`config.mk`:
```
export PLATFORM = sky130hd
export DESIGN_NAME = mac_unit
export DESIGN_NICKNAME = d
export VERILOG_FILES = /design/src/rtl/mac_unit.sv
export SDC_FILE = /design/constraint.sdc
export NUM_CORES = 1
export LEC_CHECK = 0
export CORE_MARGIN = 2
export CORE_UTILIZATION = 56
export DETAILED_ROUTE_END_ITERATION = 12
export PLACE_DENSITY = 0.82
export RECOVER_POWER = 50
export SETUP_SLACK_MARGIN = 0.3
export SLEW_MARGIN = 5
export SYNTH_ARGS = -nofsm -noshare
export SYNTH_HDL_FRONTEND = slang
export SYNTH_SLANG_ARGS = --single-unit
```
`constraint.sdc`:
```
create_clock -name clk -period 5.55 [get_ports clk]
set_input_delay 1.11 -clock clk [delete_from_list [all_inputs] [get_ports clk]]
set_output_delay 1.11 -clock clk [all_outputs]
set_load 0.02 [all_outputs]
```
`src/rtl/mac_unit.sv`:
```
// Output-stationary systolic-array processing element: forwards A/B operands
// one cycle later and accumulates their unsigned product into out_sum.
module mac_unit #(
    parameter int data_size = 8
) (
    input  logic                   clk,
    input  logic                   reset,
    input  logic [data_size-1:0]   in_a,
    input  logic [data_size-1:0]   in_b,
    output logic [data_size-1:0]   out_a,
    output logic [data_size-1:0]   out_b,
    output logic [2*data_size-1:0] out_sum
);

    localparam int AccW = 2 * data_size;

    logic [data_size-1:0] a_q, a_d;
    logic [data_size-1:0] b_q, b_d;
    logic [AccW-1:0]      sum_q, sum_d;
    logic [AccW-1:0]      prod;

    // Operands are zero-extended so the product is computed at full width;
    // the accumulate then wraps modulo 2^AccW with no saturation.
    always_comb begin
        prod  = {{data_size{1'b0}}, in_a} * {{data_size{1'b0}}, in_b};
        a_d   = in_a;
        b_d   = in_b;
        sum_d = sum_q + prod;
    end

    always_ff @(posedge clk) begin
        if (reset) begin
            a_q   <= '0;
            b_q   <= '0;
            sum_q <= '0;
        end else begin
            a_q   <= a_d;
            b_q   <= b_d;
            sum_q <= sum_d;
        end
    end

    assign out_a   = a_q;
    assign out_b   = b_q;
    assign out_sum = sum_q;

endmodule

```
==> run summary, run 1 <==
================================================================================
DRC ...............................................................            0
Crit path launch type .............................................    input pin
Violation count after the first detailed-route iteration ..........          112
Average wire per cell in the routed design ........................      13.5 µm
Run status ........................................................ finished, violations left
Slew @ Worst Pin ..................................................      1540 ps
Port Buffers ......................................................           49
Average footprint of a synthesized cell ...........................     9.00 µm²
Pwr Density .......................................................   561 nW/µm²
Number of global-route vias before repair .........................         2718
Standby leakage power .............................................      2.28 nW
Count of max-cap constraint violations ............................            1
Number of antenna violations at the first check in global routing .            0
Effective utilization at floorplan ................................        0.575
Overall Global Routing Usage ......................................        0.240
Worst setup path category ......................................... input pin to flop
Largest driver fanout on the critical path ........................            2
ANT cells .........................................................            0
Floorplan core area ...............................................     5850 µm²
Placed wire-length estimate after detailed placement ..............      5950 µm
Layout Nets .......................................................          555
Share of synthesized area occupied by flip-flops and latches ......        0.190
Data arrival time of the critical path ............................      5290 ps
Unique masters post-synth .........................................           32
FFs w/ async S/R, synth ...........................................            0
Maximum level of the CTS H-tree ...................................            2
Count of flip-flops with a built-in enable after synthesis ........            0
Highest achievable clock rate .....................................    0.196 GHz
Total negative slack for setup checks .............................         0 ps
Crit path cell chain .............................................. clkdlybuf4s50_1, nand2_1, fa_1, inv_1, fa_1, fa_1, inv_1, fa_1, inv_1, ha_1, a211oi_2, o21bai_1, a21o_1, a221oi_2, mux2_4
Worst-Skew Late Latency ...........................................       300 ps
Share of layout cells above drive strength 1 ......................        0.113
Hold crit path type ............................................... flop to flop
Total of warnings raised by yosys .................................            0
Worst setup skew after layout .....................................      13.2 ps
Post-synthesis net count ..........................................          477
Crit share post-route .............................................        0.918
Growth of design area from synthesis to finish ....................        27.9%
Clock transition at the registers of the reported paths ...........        90 ps
TritonCTS clock tree ..............................................          yes
Global-route wire length before repair ............................     12200 µm
Final Critical Period .............................................      5090 ps
Number of clock buffers inserted by TritonCTS .....................            5
Slowest CP cell ...................................................         fa_1
# rows ............................................................           28
Gp weighted congestion ............................................        0.847
Vias after detailed routing .......................................         2591
Cell repeated most along the worst path ...........................         fa_1
RSZ-0062 raised after global routing ..............................        false
Clock net sink count ..............................................           32
Worst-case headroom to the max-slew limit .........................      -0.0296
First-pass detailed-route iteration total .........................            4
Via density .......................................................         4.91
Die width .........................................................      81.5 µm
WP buf/inv ........................................................            4
Final Power .......................................................      2.41 mW
Hold slack final ..................................................       612 ps
IO Pins ...........................................................           50
Critical path endpoint category ...................................         flop
Delay-heaviest family, CP .........................................  adder cells
Main flop type after synthesis ....................................      dfxtp_1
Area of the die ...................................................     6650 µm²
Largest net degree at the start of global routing .................           37
Cell count after synthesis ........................................          374
Cts hold-fix bufs .................................................            0
Syn Std Cell Area .................................................     3370 µm²
Vertical die dimension ............................................      81.5 µm
Total detailed-routing wirelength .................................      7140 µm
Remaining Overflow, GRT ...........................................            0
Clock buffer depth ................................................            2
Violations in the final reports ................................... capacitance limit, slew limit
Number of antenna-violating nets in the routed design .............            0
Setup-violating endpoint count in the final report ................            0
Final Max Tran Viols ..............................................           37
Critical Path RT ..................................................      5750 ps
Largest incremental delay on the critical path ....................       530 ps
Clock root buffer .................................................     clkbuf_8
Yosys reg bits ....................................................           32
Peak ir drop on the vdd network ...................................     0.544 mV
Hold Violations, Final ............................................            0
================================================================================
## report_power, final
group | switching [mW] | internal (mW)
clock network | 0.101 | 0.133
logic | 0.942 | 0.921
registers | 0.0294 | 0.289
## final timing paths
check,start,end,slack (ps),cells after the start
setup / recovery,in_a[7],out_sum[14],460,15
hold / removal,out_sum[0],out_sum[0],610,2
setup reg to reg,out_sum[6],out_sum[12],1410,14
hold reg to reg,out_sum[0],out_sum[0],610,2
## cells by family after synthesis
family,share of synthesized area
simple gates,0.177
flops,0.190
mux,0.0134
buf+inv,0.117
xor+xnor,0.0156
compound gates,0.0591
fa+ha+maj,0.427
## tightest hold or removal path, stage by stage, from the launching register on
cell     delay (ps)
dfxtp_1         330
ha_1            130
nor2b_1         120
## synthesized netlist by cell type, types with 3 or more instances
master    count  area, µm²
inv_1        98        368
fa_1         50       1000
and2_1       35        219
ha_1         35        438
nand2_1      33        124
dfxtp_1      32        641
nor2b_1      24        150
nor2_1       12       45.0
clkbuf_1      7       26.3
o21ai_0       6       30.0
a21oi_1       5       25.0
nor3_1        4       20.0
xor2_1        4       35.0
a21o_1        3       22.5
mux2_2        3       33.8
nand2b_1      3       18.8
## through the flow
step	std cells	area, µm²	setup WS [ps]	utilization
2_1_floorplan	374	3370	483	-
3_3_place_gp	520	4140	-70.4	0.708
3_5_place_dp	520	4140	-102	0.708
4_1_cts	528	4250	293	0.726
5_1_grt	528	4310	312	0.736
6_report	528	4310	456	0.736
## flip-flops by register name (all words and copies together) (netlist names)
signal   flops
out_sum     16
out_a        8
out_b        8
## timing repair
item | 4_1_cts | 5_1_grt
buffers inserted | 0 | 0
setup endpoints to repair | 3 | 6
pin swaps | 0 | 3
gates resized for setup | 4 | 19
## metal layers
metal	routed length (µm)	track usage	vias to the layer above	part of all wire
met3	262	0.0374	11	0.037
li1	-	-	1266	-
met1	3130	0.317	1260	0.44
met4	84	0.0627	0	0.012
met5	0	0	-	0
met2	3660	0.412	54	0.51
## cells in the final DEF (no fill, tap or decap), types with 2 or more instances in the layout
| cell type | count |
|---|---|
| a21o_1 | 3 |
| dlygate4sd3_1 | 16 |
| dlygate4sd2_1 | 3 |
| clkbuf_8 | 5 |
| nor3_1 | 4 |
| mux2_2 | 3 |
| xnor2_1 | 2 |
| dfxtp_1 | 32 |
| xor2_1 | 4 |
| clkdlybuf4s50_1 | 19 |
| fa_1 | 47 |
| o21a_1 | 2 |
| buf_4 | 28 |
| and2_1 | 35 |
| nand2b_1 | 3 |
| fa_2 | 3 |
| nand2_1 | 33 |
| dlymetal6s2s_1 | 10 |
| o21ai_0 | 6 |
| nor2_1 | 12 |
| ha_1 | 33 |
| inv_1 | 98 |
| a211oi_1 | 2 |
| a21oi_1 | 4 |
| nor2b_1 | 24 |
| a211oi_2 | 2 |
| ha_4 | 2 |
## area by class of cell
class	count	area [µm²]
clock inverters	3	42.5
flip-flops and latches	32	641
clock buffers	5	68.8
inverters	98	368
multi-input cells	237	2370
repair buffers	78	721
fillers	399	1540
well taps	75	93.8
Power figures use the tool's default switching activity.
==> run 2: changes to the inputs <==
- RECOVER_POWER: 50 -> not set
==> run summary, run 2 (synthesis results as in run 1) <==
==================================================================================
Die width ...........................................................      81.5 µm   unchanged
Effective utilization at floorplan ..................................        0.575   unchanged
Number of global-route vias before repair ...........................         2718   unchanged
Critical Path RT ....................................................      5740 ps   about the same
Average wire per cell in the routed design ..........................      13.5 µm   -0.11%
Largest net degree at the start of global routing ...................           37   unchanged
Number of antenna violations at the first check in global routing ...            0   unchanged
Clock net sink count ................................................           32   unchanged
Standby leakage power ...............................................      2.25 nW   -1.1%
Hold Violations, Final ..............................................            0   unchanged
Vias after detailed routing .........................................         2578   -0.50%
Crit path launch type ...............................................    input pin
Share of layout cells above drive strength 1 ........................        0.115   +0.00221
Number of antenna-violating nets in the routed design ...............            0   unchanged
Worst setup skew after layout .......................................      11.1 ps   -2.15 ps
Filler cell count ...................................................          397   -0.50%
Crit share post-route ...............................................        0.919   about the same
Clock buffer depth ..................................................            2   unchanged
Slew @ Worst Pin ....................................................       363 ps   -1180 ps
Final Critical Period ...............................................      5100 ps   +4.00 ps
Highest achievable clock rate .......................................    0.196 GHz   about the same
Growth of design area from synthesis to finish ......................        28.0%   about the same
Remaining Overflow, GRT .............................................            0   unchanged
P_sw ................................................................      1.07 mW   -0.12%
Flip-flop count of the largest register, all copies and words added .           16   unchanged
Post-route non-filler standard cell count ...........................          528   unchanged
Final Power .........................................................      2.42 mW   about the same
Area of combinational cells with multiple inputs ....................     2370 µm²   unchanged
Hold crit path type ................................................. flop to flop
Largest driver fanout on the critical path ..........................            2   unchanged
# rows ..............................................................           28   unchanged
Overall Global Routing Usage ........................................        0.240   unchanged
Clock transition at the registers of the reported paths .............        80 ps   about the same
Hold slack final ....................................................       612 ps   +0.00100 ps
Cell internal pwr ...................................................      1.35 mW   +0.21%
Peak ir drop on the vdd network .....................................     0.544 mV   about the same
Clock root buffer ...................................................     clkbuf_8
Total detailed-routing wirelength ...................................      7130 µm   -0.11%
TritonCTS clock tree ................................................          yes
Gp weighted congestion ..............................................        0.847   unchanged
Floorplan core area .................................................     5850 µm²   unchanged
Via density .........................................................         4.88   -0.50%
Vertical die dimension ..............................................      81.5 µm   unchanged
Violation count after the first detailed-route iteration ............          117   +4.5%
Run status ..........................................................    completed
IO Pins .............................................................           50   unchanged
Port Buffers ........................................................           49   unchanged
Setup-violating endpoint count in the final report ..................            0   unchanged
Top library cells by usage in the layout, fill and taps aside ....... 98 x inv_1, 47 x fa_1, 35 x and2_1, 35 x clkdlybuf4s50_1
Final Max Tran Viols ................................................            0   -100%
Critical path endpoint category .....................................         flop
Post-CTS setup-driven buffer insertion count ........................            0   unchanged
Number of clock buffers inserted by TritonCTS .......................            5   unchanged
Worst-case headroom to the max-slew limit ...........................        0.758   +0.787
Count of max-cap constraint violations ..............................            0   -1
DP Cell Count .......................................................          520   unchanged
RSZ-0062 raised after global routing ................................        false
Area of the die .....................................................     6650 µm²   unchanged
Sequential share of power ...........................................        0.132   about the same
Fraction of power spent switching nets ..............................        0.443   -0.000828
Clock network power share ...........................................        0.096   about the same
Maximum level of the CTS H-tree .....................................            2   unchanged
Layout Nets .........................................................          555   unchanged
Global-route wire length before repair ..............................     12200 µm   unchanged
Register Area .......................................................      641 µm²   unchanged
Comb pwr share ......................................................        0.772   about the same
Placed wire-length estimate after detailed placement ................      5950 µm   unchanged
DRC .................................................................            0   unchanged
Data arrival time of the critical path ..............................      5290 ps   about the same
Cts hold-fix bufs ...................................................            0   unchanged
Worst-Skew Late Latency .............................................       300 ps   about the same
Most common cell after layout, fill and taps aside ..................        inv_1
ANT cells ...........................................................            0   unchanged
Worst setup path category ........................................... input pin to flop
Pwr Density .........................................................   561 nW/µm²   about the same
First-pass detailed-route iteration total ...........................            4   unchanged
==================================================================================
run 2: power by group through the flow:
stage / Sequential, mW / Clock [mW] / Combinational, mW
after floorplan: 0.375 / 0 / 1.15
after global placement: 0.322 / 0 / 1.73
after detailed placement: 0.323 / 0 / 1.78
after CTS: 0.318 / 0.235 / 1.80
after global routing: 0.322 / 0.246 / 2.11
final: 0.318 / 0.233 / 1.87
run 2: what timing repair did:
item | in CTS | in global routing
resized for setup | 4 | 19
endpoints found under the setup margin | 3 | 6
pin swaps | 0 | 3
endpoints found under the hold margin | 0 | 0
run 2: final timing paths:
| kind | from | end | slack (ps) | cells after the start |
|---|---|---|---|---|
| max | in_a[7] | out_sum[14] | 450 | 15 |
| min | out_sum[0] | out_sum[0] | 610 | 2 |
| max reg2reg | out_sum[6] | out_sum[12] | 1410 | 14 |
| min reg2reg | out_sum[0] | out_sum[0] | 610 | 2 |
run 2: worst max-delay path, cell delays in order:
cell	delay (ps)
clkdlybuf4s50_1	500
nand2_1	90
fa_1	530
inv_1	50
fa_1	510
fa_1	490
inv_1	50
fa_1	520
inv_1	40
ha_1	310
a211oi_2	210
o21bai_1	110
a21o_1	190
a221oi_2	260
mux2_4	320
run 2: layer usage:
metal,GRT usage,vias to the layer above,wire (µm)
li1,-,1265,-
met1,0.317,1248,3090
met2,0.412,56,3670
met3,0.0374,9,290
met4,0.0627,0,80
met5,0,-,0
run 2: cell type report:
type,count,share of cell area
Clock buffer,5,0.0160
Timing Repair Buffer,78,0.168
Inverter,98,0.0853
Clock inverter,3,0.00987
Multi-Input combinational cell,237,0.550
Sequential cell,32,0.149
Tap cell,75,0.0218
run 2: stage by stage:
stage | instance area (µm²) | setup slack [ps] | util | TNS [ps]
after floorplan | 3370 | 483 | - | 0
after global placement | 4140 | -70.4 | 0.708 | -126
after detailed placement | 4140 | -102 | 0.708 | -218
after CTS | 4250 | 293 | 0.726 | 0
after global routing | 4310 | 312 | 0.737 | 0
final | 4310 | 452 | 0.737 | 0
==> run 3: changes to the inputs <==
- CTS_CLUSTER_DIAMETER: not set -> 200
==> results of run 3 <==
Final layout, timing and power as in run 2 (identical DEF).
